### src/rtl/sb_multi_tracker.sv
// Multi-channel magic-packet scoreboard beside NUM_CH FWFT FIFOs. data_out_vld/prop_signal are combinational on the exit pop;
// err/err_ch/proto_err/chk_cnt register one cycle later. Purely observational: never stalls the datapath it watches.
module sb_multi_tracker #(
    parameter int NUM_CH = 4,
    parameter int WIDTH  = 8,
    parameter int DEPTH  = 8,
    parameter int REARM  = 0,
    parameter int CNTWID = $clog2(DEPTH) + 1,
    parameter int CHKWID = 16,
    localparam int CHW   = (NUM_CH > 1) ? $clog2(NUM_CH) : 1
) (
    input  logic                      clk,
    input  logic                      rst,
    input  logic [NUM_CH-1:0]         start,
    input  logic [NUM_CH-1:0]         push,
    input  logic [NUM_CH-1:0]         pop,
    input  logic [NUM_CH*WIDTH-1:0]   flat_data_in,
    input  logic [NUM_CH*WIDTH-1:0]   flat_data_out,
    output logic [NUM_CH-1:0]         data_out_vld,
    output logic                      prop_signal,
    output logic                      err,
    output logic [CHW-1:0]            err_ch,
    output logic                      proto_err,
    output logic [CHKWID-1:0]         chk_cnt
);
    localparam int NW   = $clog2(NUM_CH + 1);
    localparam int SUMW = CHKWID + 1;

    typedef enum logic [1:0] {IDLE, TRACK, DONE} state_t;

    state_t            state_q [NUM_CH];
    state_t            state_d [NUM_CH];
    logic [CNTWID-1:0] occ_q   [NUM_CH];
    logic [CNTWID-1:0] occ_d   [NUM_CH];
    logic [CNTWID-1:0] pos_q   [NUM_CH];
    logic [CNTWID-1:0] pos_d   [NUM_CH];
    logic [WIDTH-1:0]  magic_q [NUM_CH];
    logic [WIDTH-1:0]  magic_d [NUM_CH];

    logic [NUM_CH-1:0] push_bad, pop_bad, push_ok, pop_ok, match, fail;
    logic              err_q, err_d, proto_q, proto_d;
    logic [CHW-1:0]    err_ch_q, err_ch_d, first_ch;
    logic [CHKWID-1:0] chk_q, chk_d;
    logic [NW-1:0]     n_exit;
    logic [SUMW-1:0]   chk_sum;

    // A push into a full FIFO or pop from an empty one is only legal when paired with the opposite op.
    always_comb begin
        push_bad     = '0;
        pop_bad      = '0;
        push_ok      = '0;
        pop_ok       = '0;
        match        = '0;
        fail         = '0;
        data_out_vld = '0;
        for (int i = 0; i < NUM_CH; i++) begin
            state_d[i] = state_q[i];
            pos_d[i]   = pos_q[i];
            magic_d[i] = magic_q[i];

            push_bad[i] = push[i] & ~pop[i] & (occ_q[i] == CNTWID'(DEPTH));
            pop_bad[i]  = pop[i] & ~push[i] & (occ_q[i] == '0);
            push_ok[i]  = push[i] & ~push_bad[i];
            pop_ok[i]   = pop[i] & ~pop_bad[i];
            occ_d[i]    = occ_q[i] + CNTWID'(push_ok[i]) - CNTWID'(pop_ok[i]);

            match[i]        = (flat_data_out[i*WIDTH +: WIDTH] == magic_q[i]);
            data_out_vld[i] = (state_q[i] == TRACK) & pop[i] & (pos_q[i] == CNTWID'(1));

            case (state_q[i])
                IDLE: begin
                    if (start[i] & push_ok[i]) begin
                        state_d[i] = TRACK;
                        magic_d[i] = flat_data_in[i*WIDTH +: WIDTH];
                        pos_d[i]   = occ_q[i] + CNTWID'(1) - CNTWID'(pop_ok[i]);
                    end
                end
                TRACK: begin
                    if (data_out_vld[i]) begin
                        state_d[i] = (REARM != 0) ? IDLE : DONE;
                        pos_d[i]   = '0;
                    end else if (pop_ok[i]) begin
                        pos_d[i] = pos_q[i] - CNTWID'(1);
                    end
                end
                default: ;
            endcase

            fail[i] = (data_out_vld[i] & ~match[i]) | push_bad[i] | pop_bad[i];
        end
    end

    assign prop_signal = &(~data_out_vld | match);

    always_comb begin
        first_ch = '0;
        for (int i = NUM_CH - 1; i >= 0; i--) begin
            if (fail[i]) first_ch = CHW'(i);
        end
    end

    // err_ch is frozen once err is set, so only the first failing cycle is recorded.
    always_comb begin
        err_d    = err_q | (|fail);
        err_ch_d = (!err_q && (|fail)) ? first_ch : err_ch_q;
        proto_d  = proto_q | (|push_bad) | (|pop_bad);
        n_exit   = '0;
        for (int i = 0; i < NUM_CH; i++) begin
            n_exit = n_exit + NW'(data_out_vld[i]);
        end
        chk_sum = {1'b0, chk_q} + SUMW'(n_exit);
        chk_d   = chk_sum[CHKWID] ? '1 : chk_sum[CHKWID-1:0];
    end

    always_ff @(posedge clk or negedge rst) begin
        if (!rst) begin
            for (int i = 0; i < NUM_CH; i++) begin
                state_q[i] <= IDLE;
                occ_q[i]   <= '0;
                pos_q[i]   <= '0;
                magic_q[i] <= '0;
            end
            err_q    <= 1'b0;
            err_ch_q <= '0;
            proto_q  <= 1'b0;
            chk_q    <= '0;
        end else begin
            for (int i = 0; i < NUM_CH; i++) begin
                state_q[i] <= state_d[i];
                occ_q[i]   <= occ_d[i];
                pos_q[i]   <= pos_d[i];
                magic_q[i] <= magic_d[i];
            end
            err_q    <= err_d;
            err_ch_q <= err_ch_d;
            proto_q  <= proto_d;
            chk_q    <= chk_d;
        end
    end

    assign err       = err_q;
    assign err_ch    = err_ch_q;
    assign proto_err = proto_q;
    assign chk_cnt   = chk_q;
endmodule
### config.mk
export PLATFORM = sky130hd
export DESIGN_NAME = sb_multi_tracker
export DESIGN_NICKNAME = d
export VERILOG_FILES = /design/src/rtl/sb_multi_tracker.sv
export SDC_FILE = /design/constraint.sdc
export NUM_CORES = 1
export LEC_CHECK = 0
export ABC_CLOCK_PERIOD_IN_PS = 6350
export CORE_ASPECT_RATIO = 0.6
export CORE_MARGIN = 1.5
export CORE_UTILIZATION = 45
export DETAILED_ROUTE_END_ITERATION = 12
export DONT_BUFFER_PORTS = 1
export GPL_TIMING_DRIVEN = 0
export PLACE_DENSITY = 0.68
export SETUP_SLACK_MARGIN = 0.4
export SLEW_MARGIN = 20
export SYNTH_ARGS = -nofsm -noshare
export SYNTH_HDL_FRONTEND = slang
export SYNTH_SLANG_ARGS = --single-unit
### constraint.sdc
create_clock -name clk -period 6.35 [get_ports clk]
set_input_delay 1.905 -clock clk [delete_from_list [all_inputs] [get_ports clk]]
set_output_delay 1.905 -clock clk [all_outputs]
set_load 0.02 [all_outputs]
# Word-level counts from Yosys, hierarchy flattened
# Index checks and enable logic that the tools add are counted.
[word_totals] word_cells=208 n_memories=0 out_inout_bits=25 latch_bits=0 romBits=0 mem_bits_rw=0 reg_bits=92 input_bits=78
[classes] reduce_logical=30 n_mul=0 eq_ne=28 add_sub_neg=24 n_shift=0 n_div=0 bitwise_logic=73 order_cmp=0 muxes=33
[op_table] cell="4-bit two-way mux" n=12
[op_table] cell="1-bit AND" n=40
[op_table] cell="8-bit equality test" n=4
[op_table] cell="4-bit one-hot mux with 2 select lines" n=4
[op_table] cell="4-bit by 1-bit subtractor with 4-bit output" n=8
[op_table] cell="2-bit two-way mux" n=12
[op_table] cell="3-bit AND reduction" n=8
[op_table] cell="1-bit inverter" n=20
[op_table] cell="16-bit by 3-bit adder with 17-bit output" n=1
[op_table] cell="4-bit by 1-bit adder with 4-bit output" n=4
[op_table] cell="4-bit by 1-bit adder with 4-bit output, second input constant" n=4
[op_table] cell="4-bit by 1-bit equality test with 1-bit output, second input constant" n=4
[op_table] cell="4-bit equality test, second input constant" n=4
[op_table] cell="4-bit logical NOT" n=4
[op_table] cell="16-bit two-way mux" n=1
[op_table] cell="2-bit != test, second input constant" n=8
[op_table] cell="2-bit one-hot mux with 2 select lines" n=4
[op_table] cell="4-bit by 1-bit subtractor with 4-bit output, second input constant" n=4
[op_table] cell="3-bit != test, second input constant" n=4
[op_table] cell="4-bit OR reduction" n=3
[op_table] cell="1-bit OR" n=11
[op_table] cell="2-bit by 1-bit equality test with 1-bit output, second input constant" n=4
[op_table] cell="2-bit logical NOT" n=4
[op_table] cell="2-bit AND reduction" n=4
[op_table] cell="other kinds (9)" n=12

# Depth between registers and ports, before layout
[depth] depth_word=10 ltp_mapped=15 ltp_nobuf=15

# Least setup slack after synthesis
# No wires, ideal clock.
[synth_path] kind="input-to-output" startpoint="in flat_data_out[22]" endpoint="out prop_signal" n_path_buf=0 t_arrival_ns=3.032 path_slack_ns=1.413 required_time_ns=4.445 cell_stages=4 cell_sequence="xor2_1 -> nor4_4 -> a41oi_2 -> nor4_4"
[synth_via] elab_chain_len=3
[synth_rtl] element="start: declaration" line_no="18" source="input logic [NUM_CH*WIDTH-1:0] flat_data_out,"
[synth_rtl] element="8-bit equality test" line_no="67" source="match[i] = (flat_data_out[i*WIDTH +: WIDTH] == magic_q[i]);"
[synth_rtl] element="4-bit OR" line_no="93" source="assign prop_signal = &(~data_out_vld | match);"
[synth_rtl] element="4-bit AND reduction" line_no="93"
[synth_rtl] element="end: declaration" line_no="20" source="output logic prop_signal,"
# Every way passes these cells.

# Worst setup path in the final report
# Ends and elaborated chain as after synthesis.

==> flow_metrics.py <==
metrics = {
    "sta": {
        "tightest_slew_ps": 633.3,
        "slew_headroom_pct": 57.78,
        "finalMaxSlewViolations": 0,
        "finalSetupTns_ps": 0,
        "fin_crit_sh_pct": 80.69,
        "hold_slack_ps": 501.1,
        "max_freq_mhz": 195.2,
        "period_needed_ps": 5124,
        "grt_setup_unrepaired": "no",
        "hold_violations": 0,
        "setup_viol": 0,
        "clock_skew_ps": 10.19,
    },
    "logic_synthesis": {
        "syn_avg_cell_area_um2": 10.68,
        "synth.distinct_cells": 50,
        "yosysWarnings": 0,
        "synth_area_leaders": "dfrtp_1, ha_1, mux2_1",
        "ys_async_sr_fraction_pct": 100.0,
        "ys_ff_latch": 92,
        "ys_seq_area_share_pct": 42.52,
        "ys.flop_type": "dfrtp_1",
        "syn_area_um2": 5414,
        "synth.top_cell.area_share_pct": 42.52,
        "syn_nets": 637,
        "synth_edf_count": 0,
        "synth_cells": 507,
        "synth_top_area_cell": "dfrtp_1",
    },
    "worst_setup_path": {
        "r2r_slack_ps": 2710,
        "crit_required_ps": 4450,
        "cp.arrival_ps": 3220,
        "worstPathCellList": "xor2_1, nor4_4, a41oi_2, nor4_4",
        "crit_path_start_kind": "input port",
        "cp_common_cell": "nor4_4",
        "critical_path.endpoint_type": "output port",
        "cpPeakStageDelay_ps": 590,
        "crit_fanout": 3,
        "crit_path_top_delay_cell": "nor4_4",
        "critPathKind": "in2out",
    },
    "cts": {
        "numCtsBuffers": 9,
        "cts_tree": "done",
        "clk_path_buf_depth": 2,
        "cts_htree_levels": 3,
        "cts-root-buf": "clkbuf_16",
        "clk_latency_ps": 340,
        "postCtsResizedCells": 0,
        "clk_transition_reported_paths_ps": 70,
        "cts_setup_buffers": 0,
        "hold_buffers": 0,
        "cts_sinks": 92,
    },
    "worst_hold_path": {
        "hold_path_class": "reg2reg",
    },
    "layout": {
        "syn_to_final_growth_pct": 9.360,
        "post-route-util_pct": 51.38,
        "drive_gt1_share_pct": 6.130,
        "diodes": 0,
        "nets": 648,
    },
    "drt": {
        "vias_per_cell": 5.315,
        "ant_nets": 0,
        "drc": 0,
        "drt_iter0_drc": 118,
        "wl_per_cell_um": 16.51,
        "vias": 3625,
        "wl_um": 11260,
        "detail_route.first_pass.iterations": 4,
    },
    "placement": {
        "io_buffers": 0,
        "gp_congestion": 0.8251,
        "dpl.hpwl_um": 8754,
    },
    "pwr": {
        "share_comb_of_total_power_pct": 39.1,
        "pwr-share-clk_pct": 20.4,
        "leakagePower_uw": 0.002822,
        "powerDensity_nw_per_um2": 461.1,
        "pwr-share-seq_pct": 40.5,
        "ir_drop_uv": 181.8,
        "swShare_pct": 37.48,
        "p_sw_uw": 1023,
        "p_int_uw": 1707,
    },
    "global_routing": {
        "grt_pass1_wl_um": 18620,
        "gr-usage-all-layers_pct": 19.26,
        "grt_max_degree": 93,
        "grt_pass1_vias": 3768,
        "grt_overflow": 0,
        "antenna_found_initial": 0,
    },
    "die": {
        "die_x_um": 144.6,
        "core_area_um2": 11520,
        "start_util_pct": 46.98,
        "io_pins": 103,
        "die_area_um2": 12720,
        "die_h_um": 87.96,
        "rows": 30,
    },
    "flow_run": {
        "drv_cap": 0,
    },
    "outcome": {
        "status": "completed",
    },
}
registers in the layout, summed over array words and instances, names as in the netlist:
name	count
magic_q	32
proto_err	1
err_ch	2
occ_q	16
pos_q	16
chk_cnt	16
err	1
state_q	8
path summary, 6_finish.rpt:
kind | start | to | depth (start not counted)
max reg2reg | state_q[7] | chk_cnt[8] | 13
max in group asynchronous | rst | state_q[7] | 0
max | flat_data_out[22] | prop_signal | 4
min in group asynchronous | rst | magic_q[9] | 0
min | state_q[5] | state_q[5] | 1
min reg2reg | state_q[5] | state_q[5] | 1
cell usage in the layout (no fill, tap or decap), types with 7 or more instances in the layout:
| master | instances |
|---|---|
| nand2b_1 | 14 |
| nor2_1 | 22 |
| xor2_1 | 41 |
| inv_1 | 62 |
| ha_1 | 46 |
| clkbuf_16 | 9 |
| a21oi_1 | 18 |
| a22o_1 | 8 |
| dfrtp_1 | 92 |
| nand3_1 | 7 |
| nor4_1 | 7 |
| nand2_1 | 41 |
| xnor2_1 | 15 |
| o21ai_1 | 12 |
| mux2_1 | 32 |
metrics by stage:
| step | instance area, um2 | std cells | total power, uW | setup WS [ps] |
|---|---|---|---|---|
| after floorplan | 5414 | 507 | 1922 | 1413 |
| after global placement | 5614 | 667 | 2115 | 1248 |
| after detailed placement | 5614 | 667 | 2186 | 1244 |
| after CTS | 5921 | 682 | 2766 | 1233 |
| after global routing | 5921 | 682 | 2970 | 1173 |
| final | 5921 | 682 | 2730 | 1226 |
logic make-up (layout without fill, tap and decap cells):
logic type | count (synthesis) | after routing | share of synthesized area [%]
DFF | 92 | 92 | 42.52
muxes | 34 | 34 | 7.118
AOI/OAI and AO/OA | 78 | 78 | 10.40
xor gates and xnor gates | 56 | 56 | 9.059
adders and majority gates | 52 | 52 | 12.85
and+or+nand+nor | 128 | 128 | 13.31
buffers and inverters | 67 | 82 | 4.738
power groups by stage:
stage               Combinational (uW)  Clock [uW]  Sequential [uW]
floorplan                          876           0             1050
global placement                  1020           0             1100
detailed placement                1080           0             1110
CTS                               1080         577             1110
global route                      1220         599             1150
finish                            1070         558             1110
routing by layer:
layer	GRT usage [%]	routed length [um]	vias up
met4	4.775	68	0
li1	-	-	1764
met5	0	0	-
met3	8.201	1025	7
met2	29.93	4843	89
met1	25.01	5325	1765
area by class of cell:
class	instances	area (um2)
plain buffers	5	23.77
clock buffers	10	229.0
clock inverters	5	77.57
fillers	1048	5603
inverters	62	232.7
multi-input cells	348	2855
flip-flops and latches	92	2302
well taps	160	200.2
worst max-delay path, delay by kind of cell:
kind / cells / cell delay (ps)
xor gates and xnor gates: 1 / 150
and+or+nand+nor: 2 / 930
AOI/OAI and AO/OA: 1 / 230
Yosys cell counts, types with 2 or more instances:
master	n
a211oi_1	3
a21o_1	4
a21oi_1	18
a22o_1	8
and2b_1	3
and3_1	2
and3b_1	2
buf_2	4
dfrtp_1	92
fa_1	6
ha_1	46
inv_1	62
mux2_1	32
nand2_1	41
nand2b_1	14
nand3_1	7
nand3b_1	5
nand4_2	3
nor2_1	22
nor2b_1	5
nor3_1	6
nor4_1	7
nor4_2	2
nor4_4	2
o211ai_1	3
o211ai_2	4
o21a_1	2
o21ai_0	2
o21ai_1	12
o22ai_1	4
o32ai_1	4
o41a_1	2
o41ai_1	4
or4b_1	4
xnor2_1	15
xor2_1	41
No activity file was read; power rests on OpenSTA's default activity.
